===== src/rtl/accumulator_fixedpoint_pkg.sv =====
// rtl/accumulator_fixedpoint_pkg.sv - shared FSM encoding and width helpers for the fixed-point accumulator
package accumulator_fixedpoint_pkg;

  typedef enum logic {
    ACCUM = 1'b0,
    HOLD  = 1'b1
  } state_t;

  function automatic int term_width(input int int_bits, input int frac_bits);
    return int_bits + frac_bits;
  endfunction

  function automatic int result_width(input int int_bits, input int frac_bits, input int guard_bits);
    return int_bits + frac_bits + guard_bits;
  endfunction

  // A single-term frame still needs a one-bit counter so the port/reg widths stay legal.
  function automatic int count_width(input int acc_length);
    return (acc_length > 1) ? $clog2(acc_length) : 1;
  endfunction

endpackage


===== src/rtl/adder_saturating_unsigned.sv =====
// rtl/adder_saturating_unsigned.sv - unsigned add of a term into a wider accumulator, clamped to all-ones
module adder_saturating_unsigned #(
  parameter int IN_WIDTH  = 8,
  parameter int ACC_WIDTH = 12
) (
  input  logic [ACC_WIDTH-1:0] acc,
  input  logic [IN_WIDTH-1:0]  term,
  output logic [ACC_WIDTH-1:0] sum,
  output logic                 overflow
);

  logic [ACC_WIDTH:0] full_sum;

  // One extra bit is enough: the carry out of ACC_WIDTH flags the wrap.
  assign full_sum = {1'b0, acc} + {{(ACC_WIDTH + 1 - IN_WIDTH){1'b0}}, term};
  assign overflow = full_sum[ACC_WIDTH];
  assign sum      = overflow ? {ACC_WIDTH{1'b1}} : full_sum[ACC_WIDTH-1:0];

endmodule


===== src/rtl/accumulator_fixedpoint.sv =====
// rtl/accumulator_fixedpoint.sv - sums ACC_LENGTH unsigned fixed-point terms per frame with saturation
module accumulator_fixedpoint
  import accumulator_fixedpoint_pkg::*;
#(
  parameter int INTEGER_BITWIDTH  = 4,
  parameter int FRACTION_BITWIDTH = 4,
  parameter int ACC_LENGTH        = 8,
  parameter int GUARD_BITWIDTH    = 4
) (
  input  logic clk,
  input  logic rstn,
  input  logic clear,
  input  logic in_valid,
  output logic in_ready,
  input  logic [term_width(INTEGER_BITWIDTH, FRACTION_BITWIDTH)-1:0] in_data,
  output logic out_valid,
  input  logic out_ready,
  output logic [result_width(INTEGER_BITWIDTH, FRACTION_BITWIDTH, GUARD_BITWIDTH)-1:0] out_data,
  output logic out_overflow
);

  localparam int W  = term_width(INTEGER_BITWIDTH, FRACTION_BITWIDTH);
  localparam int RW = result_width(INTEGER_BITWIDTH, FRACTION_BITWIDTH, GUARD_BITWIDTH);
  localparam int CW = count_width(ACC_LENGTH);
  localparam logic [CW-1:0] LAST_COUNT = CW'(ACC_LENGTH - 1);

  state_t        state;
  logic [RW-1:0] acc;
  logic [RW-1:0] sum;
  logic          sum_overflow;
  logic          sticky;
  logic [CW-1:0] count;

  adder_saturating_unsigned #(
    .IN_WIDTH (W),
    .ACC_WIDTH(RW)
  ) u_adder (
    .acc     (acc),
    .term    (in_data),
    .sum     (sum),
    .overflow(sum_overflow)
  );

  always_ff @(posedge clk or negedge rstn) begin
    if (!rstn) begin
      state        <= ACCUM;
      acc          <= '0;
      count        <= '0;
      sticky       <= 1'b0;
      out_data     <= '0;
      out_overflow <= 1'b0;
      out_valid    <= 1'b0;
      in_ready     <= 1'b1;
    end else begin
      case (state)
        ACCUM: begin
          // clear wins over a simultaneous term: that term is dropped, not summed.
          if (clear) begin
            acc    <= '0;
            count  <= '0;
            sticky <= 1'b0;
          end else if (in_valid && in_ready) begin
            if (count == LAST_COUNT) begin
              out_data     <= sum;
              out_overflow <= sticky | sum_overflow;
              acc          <= '0;
              count        <= '0;
              sticky       <= 1'b0;
              state        <= HOLD;
              out_valid    <= 1'b1;
              in_ready     <= 1'b0;
            end else begin
              acc    <= sum;
              sticky <= sticky | sum_overflow;
              count  <= count + CW'(1);
            end
          end
        end
        HOLD: begin
          if (out_ready) begin
            state     <= ACCUM;
            out_valid <= 1'b0;
            in_ready  <= 1'b1;
          end
        end
        default: state <= ACCUM;
      endcase
    end
  end

endmodule

===== config.mk =====
export PLATFORM = sky130hd
export DESIGN_NAME = accumulator_fixedpoint
export DESIGN_NICKNAME = d
export VERILOG_FILES = /design/src/rtl/accumulator_fixedpoint_pkg.sv /design/src/rtl/adder_saturating_unsigned.sv /design/src/rtl/accumulator_fixedpoint.sv
export SDC_FILE = /design/constraint.sdc
export NUM_CORES = 1
export LEC_CHECK = 0
export ABC_AREA = 1
export BUFFER_PORTS_ARGS = -buffer_cell sky130_fd_sc_hd__buf_2
export CAP_MARGIN = 20
export CORE_MARGIN = 1.5
export CORE_UTILIZATION = 57
export CTS_CLUSTER_SIZE = 30
export DETAILED_ROUTE_END_ITERATION = 8
export PLACE_DENSITY = 0.78
export SKIP_CTS_REPAIR_TIMING = 1
export SYNTH_ARGS = -nofsm -noshare
export SYNTH_HDL_FRONTEND = slang
export SYNTH_SLANG_ARGS = --single-unit

===== constraint.sdc =====
create_clock -name clk -period 2.2 [get_ports clk]
set_clock_uncertainty 0.15 [all_clocks]
set_input_delay 0.44 -clock clk [delete_from_list [all_inputs] [get_ports clk]]
set_output_delay 0.44 -clock clk [all_outputs]
set_load 0.01 [all_outputs]

==> impl_metrics.json, run 1 <==
{
  "synth_edf_count": 0,
  "ys_warn_count": 0,
  "drive_gt1_share_pct": 19.1,
  "wire_per_inst_um": 12.5,
  "detailed_place_hpwl_mm": 3.00,
  "critPathMaxStageDelay_ns": 0.41,
  "synth_nets": 279,
  "ys_seq_area_share_pct": 41.7,
  "finalPower_mw": 1.22,
  "syn_inst": 255,
  "viasPerCell": 5.17,
  "first_pass_iters": 4,
  "crit_type": "flip-flop to flip-flop",
  "totalWireLength_mm": 4.20,
  "portBuffers": 27,
  "ys_types": 32,
  "outcome": "finished with violations",
  "power_density_nw_per_um2": 550,
  "antenna_found_initial": 0,
  "crit_chain": "ha_2, fa_2, nand2_1, inv_1, nand2_1, nand2_2, nand2_2, nand2_2, nand2_4, buf_12, nand2_1, nand2_1, nand2_1",
  "reg2regPathDepth": 13,
  "setup_viol": 0,
  "synthArstFlopShare_pct": 100,
  "violations": "hold timing",
  "design_area_um2": 2210,
  "clk_latency_ns": 0.34,
  "startpoint": "acc[0]",
  "drv_slew": 0,
  "setup.worst_path.end_class": "flip-flop",
  "period_needed_ns": 2.06,
  "initial_core_util_pct": 61.5,
  "cp_max_fo": 6,
  "cts_sinks": 32,
  "vdd_drop_max_mv": 0.417,
  "final.period_utilization_pct": 93.6,
  "worstMarginPinSlew_ns": 0.687,
  "p_leak_nw": 1.35,
  "pin_count": 28,
  "grt_pass1_vias": 1677,
  "synthFlopType": "dfrtp_1",
  "maxCapViolations": 0,
  "min_path_type": "primary input to asynchronous set/reset pin",
  "drc": 0,
  "r2r-end": "acc[1]",
  "coreArea_um2": 3130,
  "required_ns": 2.28,
  "netlist_area_um2": 1920,
  "rsz0062_at_grt": "false",
  "syn_to_final_growth_pct": 15.2,
  "rows": 20,
  "cts_buffers": 5,
  "diodes": 0,
  "rrSetupSlack_ns": 0.14,
  "dpl_cell_area_um2": 2140,
  "timing.final.hold_violations": 31,
  "cts_tree": "built",
  "grt-ovfl-total": 0,
  "dieArea_um2": 3730,
  "critPathLaunchType": "flip-flop",
  "whs_ns": -0.0210,
  "track_usage_pct": 25.0,
  "grt_max_degree": 33,
  "vias": 1741,
  "htreeDepth": 2,
  "fin_nets": 316,
  "grt_pass1_wl_mm": 6.84,
  "clockBufferDepth": 2,
  "clk_pin_slew_worst_paths_ns": 0.10,
  "r2r_start": "acc[0]",
  "timing.fmax_mhz": 486,
  "antenna_left": 0,
  "gp_congestion": 0.913,
  "slew_headroom_pct": 54.2,
  "syn_area_per_cell_um2": 7.54,
  "die_h_um": 61.1,
  "die_x_um": 61.1,
  "ys_ff_latch": 32,
  "drtIter0Drc": 111,
  "cp_common_cell": "nand2_1",
  "critPathArrivalTime_ns": 2.14,
  "crit_path_top_delay_cell": "dfrtp_1",
  "cts_root_buffer": "clkbuf_4"
}
[worst max path at each step]
| stage | endpoint | slack [ns] | depth (start not counted) |
|---|---|---|---|
| after global placement | out_data[6] | -0.03 | 13 |
| after detailed placement | acc[0] | -0.07 | 14 |
| after floorplan | sticky | 0.15 | 13 |
| final | acc[1] | 0.14 | 13 |
| after global routing | acc[0] | 0.02 | 13 |
| after CTS | acc[1] | 0.09 | 13 |
[critical path, delay by kind of cell, from the launching register on]
| family | cells | cell delay [ns] |
|---|---|---|
| and+or+nand+nor | 9 | 0.67 |
| adders and majority gates | 2 | 0.54 |
| DFF | 1 | 0.41 |
| buffers and inverters | 2 | 0.17 |
[metrics by stage]
stage	std cells	utilization (%)	setup TNS, ns	setup slack, ns
after floorplan	255	-	0	0.148
after global routing	337	70.8	0	0.0240
after global placement	328	68.4	-0.0714	-0.0311
final	337	70.8	0	0.141
after CTS	336	70.4	0	0.0870
after detailed placement	328	68.4	-0.696	-0.0656
[report_power, final]
group / leakage, nW / total (mW) / internal [mW] / switching (mW)
combinational: 0.879 / 0.221 / 0.0834 / 0.137
sequential: 0.439 / 0.632 / 0.614 / 0.0185
clock: 0.0315 / 0.364 / 0.156 / 0.208
[layout by cell type (no fill, tap or decap), drive strengths merged, types with 4 or more instances in the layout]
cell / instances
nand2: 115
buf: 34
dfrtp: 31
inv: 30
nor2: 19
nand3: 15
ha: 10
clkbuf: 7
a31oi: 5
a21oi: 4
o21ai: 4
[layout make-up]
class                   instances  area (um^2)
multi-input cells             189          982
flip-flops and latches         32          802
well taps                      44         55.1
fillers                       280          913
clock inverters                 1         7.51
repair buffers                 34          200
inverters                      30          113
clock buffers                   7         55.1
[Yosys cell counts (2+ instances only)]
cell type / n / area (um^2)
o21ai_0: 3 / 15.0
nand3b_1: 3 / 22.5
a31oi_1: 3 / 18.8
ha_1: 10 / 125
nand4_1: 3 / 18.8
clkbuf_1: 2 / 7.51
nand2_1: 110 / 413
nor2_1: 18 / 67.6
nand2_2: 3 / 18.8
buf_6: 2 / 22.5
a22o_1: 2 / 17.5
inv_1: 29 / 109
nand3_1: 15 / 75.1
xor2_1: 2 / 17.5
dfrtp_1: 31 / 776
a21oi_1: 3 / 15.0
[state kept, by name, indices dropped and copies added, names as in the netlist]
signal / flops
acc: 12
count: 3
in_ready: 1
out_data: 12
out_overflow: 1
out_valid: 1
state: 1
sticky: 1
[cells by family after synthesis]
group                    share of synthesized area, %
AO/OA/AOI/OAI                                    7.48
XOR/XNOR                                        0.911
adder cells (fa/ha/maj)                          7.55
AND/OR/NAND/NOR                                  34.5
flip-flops                                       41.7
buffers and inverters                            7.81
[metal layers]
| metal | vias up | GRT usage (%) | share of wire, % |
|---|---|---|---|
| li1 | 883 | - | - |
| met5 | - | 0 | 0 |
| met4 | 0 | 13.4 | 1.7 |
| met3 | 9 | 4.41 | 3.5 |
| met1 | 807 | 30.1 | 46 |
| met2 | 42 | 42.6 | 49 |
Power figures use the tool's default switching activity.
==> run 2: changes to the inputs <==
Settings changed: CAP_MARGIN 20 to 30, PLACE_DENSITY 0.78 to 0.77, SYNTH_HIERARCHICAL set to 1.
==> run 2 against run 1 <==
Net effect:
- cell area increased by 6.8%
- cell count grew 12%
- utilization down 1.5 points
- fmax is 3.9% lower
- worst setup slack got worse by 0.084 ns
- the flow still finishes with violations (hold timing)
- global-route usage rose by 0.96 points
- first-iteration DRC count rose by 16%
- clock power rose by 5.5%
- sequential cell count unchanged
- synthesized cell count grew 16%
- combinational power grew to 3.5 times the previous value
- largest cell class unchanged
- via count rose by 11%
==> impl_metrics.json, run 2 <==
{
  "outcome": "finished with violations",
  "violations": "hold timing",
  "grt_max_degree": 33,
  "syn_inst": 297,
  "ys_ff_latch": 32,
  "cts_buffers": 5,
  "synthArstFlopShare_pct": 100,
  "ys_types": 24,
  "fin_util_pct": 69.3,
  "grt_pass1_wl_mm": 8.09,
  "path_buf_inv": 1,
  "slew_headroom_pct": 53.2,
  "syn_to_final_growth_pct": 13.9,
  "p_leak_nw": 1.47,
  "design_area_um2": 2370,
  "final_common_cell": "nand2_1",
  "combPwrFrac_pct": 41.3,
  "post-place-ws_ns": -0.251,
  "wire_per_inst_um": 12.5,
  "antenna_left": 0,
  "critPathTopFamily": "simple AND/OR/NAND/NOR gates",
  "die_x_um": 63.4,
  "synth_nets": 322,
  "worstMarginPinSlew_ns": 0.702,
  "vdd_drop_max_mv": 0.431,
  "initial_core_util_pct": 60.8,
  "cp_max_fo": 5,
  "die_h_um": 63.4,
  "pin_count": 28,
  "timing.final.hold_violations": 17,
  "synthFlopType": "dfrtp_1",
  "synth_area_leaders": "dfrtp_1 (37%), nand2_1 (25%), ha_1 (6.6%), nand3_1 (5.8%), inv_1 (5.1%)",
  "grt_pass1_vias": 1812,
  "drv_slew": 0,
  "maxCapViolations": 0,
  "grt-ovfl-total": 0,
  "coreArea_um2": 3420,
  "cts_tree": "built",
  "track_usage_pct": 26.0,
  "vias": 1930,
  "setup.worst_path.end_class": "flip-flop",
  "gp_congestion": 0.903,
  "critPathArrivalTime_ns": 2.23,
  "setup_tns_ns": 0,
  "switchingPower_mw": 0.729,
  "totalWireLength_mm": 4.73,
  "cts_root_buffer": "clkbuf_4",
  "setup_ws_ns": 0.0570,
  "fin_nets": 356,
  "synth_top_area_share_pct": 37.3,
  "rsz0062_at_grt": "true",
  "cts_sinks": 32,
  "required_ns": 2.28,
  "clk_latency_ns": 0.34,
  "dpl_cell_area_um2": 2260,
  "crit_type": "flip-flop to flip-flop",
  "rrSetupSlack_ns": 0.06,
  "drc": 0,
  "antenna_found_initial": 0,
  "ys_warn_count": 6,
  "timing.fmax_mhz": 467,
  "setup_viol": 0,
  "detailed_place_hpwl_mm": 3.39,
  "critPathMaxStageDelay_ns": 0.40,
  "drive_gt1_share_pct": 19.6,
  "clk_pin_slew_worst_paths_ns": 0.10,
  "dieArea_um2": 4020,
  "crit_path_top_delay_cell": "dfrtp_1",
  "whs_ns": -0.0126,
  "startpoint": "acc[0]",
  "p_seq_share_pct": 38.0,
  "portBuffers": 27,
  "drtIter0Drc": 129,
  "netlist_area_um2": 2080,
  "synth_top_area_cell": "dfrtp_1",
  "clkPwrFrac_pct": 20.8,
  "htreeDepth": 2,
  "p_int_mw": 1.12,
  "clockBufferDepth": 2,
  "rows": 21,
  "final.period_utilization_pct": 97.4,
  "viasPerCell": 5.11,
  "crit_chain": "ha_2, fa_2, nand2_2, inv_2, nand2_2, nand3_2, nand2_2, nand2_4, nand2_2, nand2_1, nand2_1, nor2_1, nand2_1, nand2_1",
  "diodes": 0,
  "most-common-layout-cells": "nand2_1 (134), dfrtp_1 (31), nor2_1 (27), buf_2 (27), inv_1 (26)",
  "power_density_nw_per_um2": 782,
  "ys_seq_area_share_pct": 38.6,
  "synth_edf_count": 0,
  "ys_top_cells_by_count": "nand2_1 (136), dfrtp_1 (31), inv_1 (28), nor2_1 (28), nand3_1 (24)",
  "critPathLaunchType": "flip-flop",
  "yosysMostFrequentCell": "nand2_1",
  "r2r_start": "acc[0]",
  "syn_area_per_cell_um2": 6.99,
  "p_sw_share_pct": 39.4,
  "period_needed_ns": 2.14,
  "first_pass_iters": 4,
  "reg_top3": "acc: 12 flops, out_data: 12 flops, count: 3 flops",
  "min_path_type": "primary input to asynchronous set/reset pin"
}
-- run 2: changes by cell type after synthesis, sizes merged, moves of 2 or more --
cell	delta
buf	+5
xor2	+2
nand2	+28
nand3b	-2
a22o	-2
clkbuf	-2
nor2	+12
o21ai	-2
a31oi	-5
nand3	+13
a21oi	-2
-- run 2: final timing paths --
check	depth (start not counted)	endpoint
setup / recovery	14	acc[3]
hold / removal	1	acc[3]
setup reg to reg	14	acc[3]
hold reg to reg	2	out_data[9]
max in group asynchronous	1	count[0]
min in group clk	2	state
-- run 2: logic make-up (layout without fill, tap and decap cells) --
group	after synthesis	count (layout)	synth area share (%)
AND/OR/NAND/NOR	206	207	41.8
buffers and inverters	37	71	8.07
flip-flops	32	32	38.6
adder cells (fa/ha/maj)	12	12	7.59
AO/OA/AOI/OAI	6	6	2.23
XOR/XNOR	4	4	1.69
-- run 2: final cells by class --
class,instances,area [um^2]
repair buffers,34,188
flip-flops and latches,32,802
well taps,46,57.6
clock buffers,8,68.8
multi-input cells,229,1140
fillers,315,1050
inverters,29,109
-- run 2: layer usage --
metal | vias to the layer above | wire (um) | GRT usage (%)
met5 | - | 0 | 0
met4 | 0 | 95 | 11.1
met3 | 11 | 254 | 5.00
met2 | 48 | 2320 | 44.5
met1 | 883 | 2050 | 31.8
li1 | 988 | - | -
-- run 2: stage by stage --
step | std cells | hold slack, ns | power, mW
4_1_cts | 376 | -0.00234 | 1.83
2_1_floorplan | 297 | -0.00559 | 1.25
3_3_place_gp | 368 | 0.301 | 1.43
6_report | 378 | -0.0126 | 1.85
5_1_grt | 378 | 0.0418 | 2.00
3_5_place_dp | 368 | 0.304 | 1.43
-- run 2: power by group through the flow --
| stage | combinational (mW) | sequential (mW) | clock [mW] |
|---|---|---|---|
| 2_1_floorplan | 0.554 | 0.701 | 0 |
| 3_3_place_gp | 0.717 | 0.711 | 0 |
| 3_5_place_dp | 0.719 | 0.714 | 0 |
| 4_1_cts | 0.726 | 0.703 | 0.399 |
| 5_1_grt | 0.873 | 0.713 | 0.417 |
| 6_report | 0.764 | 0.703 | 0.384 |
==> run 3: changes to the inputs <==
Settings changed: CELL_PAD_IN_SITES_DETAIL_PLACEMENT set to 1, CELL_PAD_IN_SITES_GLOBAL_PLACEMENT set to 2, CORE_UTILIZATION 57 to 32, CTS_CLUSTER_DIAMETER set to 50, HOLD_SLACK_MARGIN set to 0.06.
==> run 3 against run 2 <==
Net effect:
- the run now ends clean
- non-clock buffer count grew 8
- via count grew 0.16%
- wire length grew 21%
- critical path type unchanged
- die area grew 74%
- worst setup slack lost 0.039 ns
- worst hold slack gained 0.081 ns
- highest routed layer unchanged
==> impl_metrics.json, run 3 (synthesis gave the netlist of run 2 again) <==
{
  "setup_viol": 0,
  "vdd_drop_max_mv": 0.317,
  "antenna_found_initial": 0,
  "timing.final.hold_violations": 0,
  "critPathLaunchType": "flip-flop",
  "startpoint": "acc[0]",
  "track_usage_pct": 17.0,
  "clk_pin_slew_worst_paths_ns": 0.07,
  "critPathTopFamily": "simple AND/OR/NAND/NOR gates",
  "drc": 0,
  "rows": 29,
  "final.period_utilization_pct": 99.2,
  "p_leak_nw": 1.56,
  "crit_end": "acc[7]",
  "min_path_type": "primary input to asynchronous set/reset pin",
  "die_x_um": 83.6,
  "path_buf_inv": 2,
  "most-common-layout-cells": "nand2_1 (128), dfrtp_1 (31), nor2_1 (27), buf_2 (27), inv_1 (26)",
  "first_pass_iters": 4,
  "drive_gt1_share_pct": 23.0,
  "rrSetupSlack_ns": 0.02,
  "clk_latency_ns": 0.28,
  "diodes": 0,
  "htreeDepth": 2,
  "cts_buffers": 5,
  "viasPerCell": 4.65,
  "power_density_nw_per_um2": 808,
  "final_cells": 416,
  "coreArea_um2": 6310,
  "drtIter0Drc": 74,
  "cts_root_buffer": "clkbuf_8",
  "grt_pass1_wl_mm": 9.49,
  "vias": 1933,
  "cts_tree": "built",
  "cp_max_fo": 5,
  "period_needed_ns": 2.18,
  "fin_nets": 363,
  "critPathArrivalTime_ns": 2.21,
  "pin_count": 28,
  "gp_congestion": 0.795,
  "slew_headroom_pct": 50.4,
  "initial_core_util_pct": 32.9,
  "grt_max_degree": 33,
  "totalWireLength_mm": 5.71,
  "dp_cells": 405,
  "reg2regPathDepth": 15,
  "timing.fmax_mhz": 458,
  "required_ns": 2.23,
  "wire_per_inst_um": 13.7,
  "outcome": "finished clean",
  "r2r_start": "acc[0]",
  "cts_sinks": 32,
  "critPathMaxStageDelay_ns": 0.41,
  "portBuffers": 27,
  "grt_pass1_vias": 1967,
  "antenna_left": 0,
  "setup.worst_path.end_class": "flip-flop",
  "setup_ws_ns": 0.0176,
  "dieArea_um2": 6980,
  "final_common_cell": "nand2_1",
  "grt-ovfl-total": 0,
  "crit_chain": "ha_4, fa_2, nand2_2, inv_2, nand2_4, nand3_4, nand2_4, nand2_4, nand2_4, clkbuf_16, nand3_2, nand2_1, nor2_1, nand2_1, nand2_1",
  "r2r-end": "acc[7]",
  "cp_common_cell": "nand2_4",
  "finalPower_mw": 2.10,
  "syn_to_final_growth_pct": 24.9,
  "crit_type": "flip-flop to flip-flop",
  "worstMarginPinSlew_ns": 0.744,
  "rsz0062_at_grt": "true",
  "clockBufferDepth": 2,
  "post-place-ws_ns": -0.245,
  "maxCapViolations": 0,
  "die_h_um": 83.6,
  "drv_slew": 0,
  "reg_top3": "acc: 12 flops, out_data: 12 flops, count: 3 flops",
  "crit_path_top_delay_cell": "dfrtp_1",
  "path_depth": 15,
  "detailed_place_hpwl_mm": 4.23
}
[run 3: area by class of cell]
type                    count  area, um^2
clock buffers               8         100
fillers                   826        3720
inverters                  29         111
multi-input cells         228        1210
flip-flops and latches     32         802
well taps                  77        96.3
repair buffers             42         278
[run 3: layer usage]
| metal | share of wire [%] | track usage, % |
|---|---|---|
| met1 | 50 | 23.0 |
| met2 | 48 | 28.3 |
| met5 | 0 | 0 |
| met4 | 0.088 | 2.98 |
| met3 | 2.0 | 3.66 |
[run 3: worst min path at each step]
stage,start,to,slack [ns]
after floorplan,rstn,acc[0],-0.006
after global placement,out_data[6],out_data[6],0.30
after detailed placement,out_data[8],out_data[8],0.31
after CTS,rstn,acc[6],0.1
after global routing,rstn,acc[6],0.13
final,rstn,acc[6],0.07
[run 3: worst reg2reg max path, stage by stage, from the launching register on]
cell and delay, ns:
dfrtp_1 0.41, ha_4 0.18, fa_2 0.37, nand2_2 0.08, inv_2 0.05, nand2_4 0.06
nand3_4 0.07, nand2_4 0.08, nand2_4 0.06, nand2_4 0.10, clkbuf_16 0.15, nand3_2 0.07
nand2_1 0.07, nor2_1 0.04, nand2_1 0.07, nand2_1 0.05
[run 3: power by group]
group,switching [mW],internal (mW)
Combinational,0.527,0.355
Sequential,0.0612,0.652
Clock,0.215,0.285
[run 3: through the flow]
step,util [%],hold WS (ns),cell area (um^2),setup TNS [ns]
2_1_floorplan,-,-0.00559,2080,0
3_3_place_gp,37.3,0.300,2350,-2.50
3_5_place_dp,37.3,0.308,2350,-4.02
4_1_cts,38.8,0.0974,2450,-0.973
5_1_grt,41.1,0.134,2590,-0.868
6_report,41.1,0.0688,2590,0
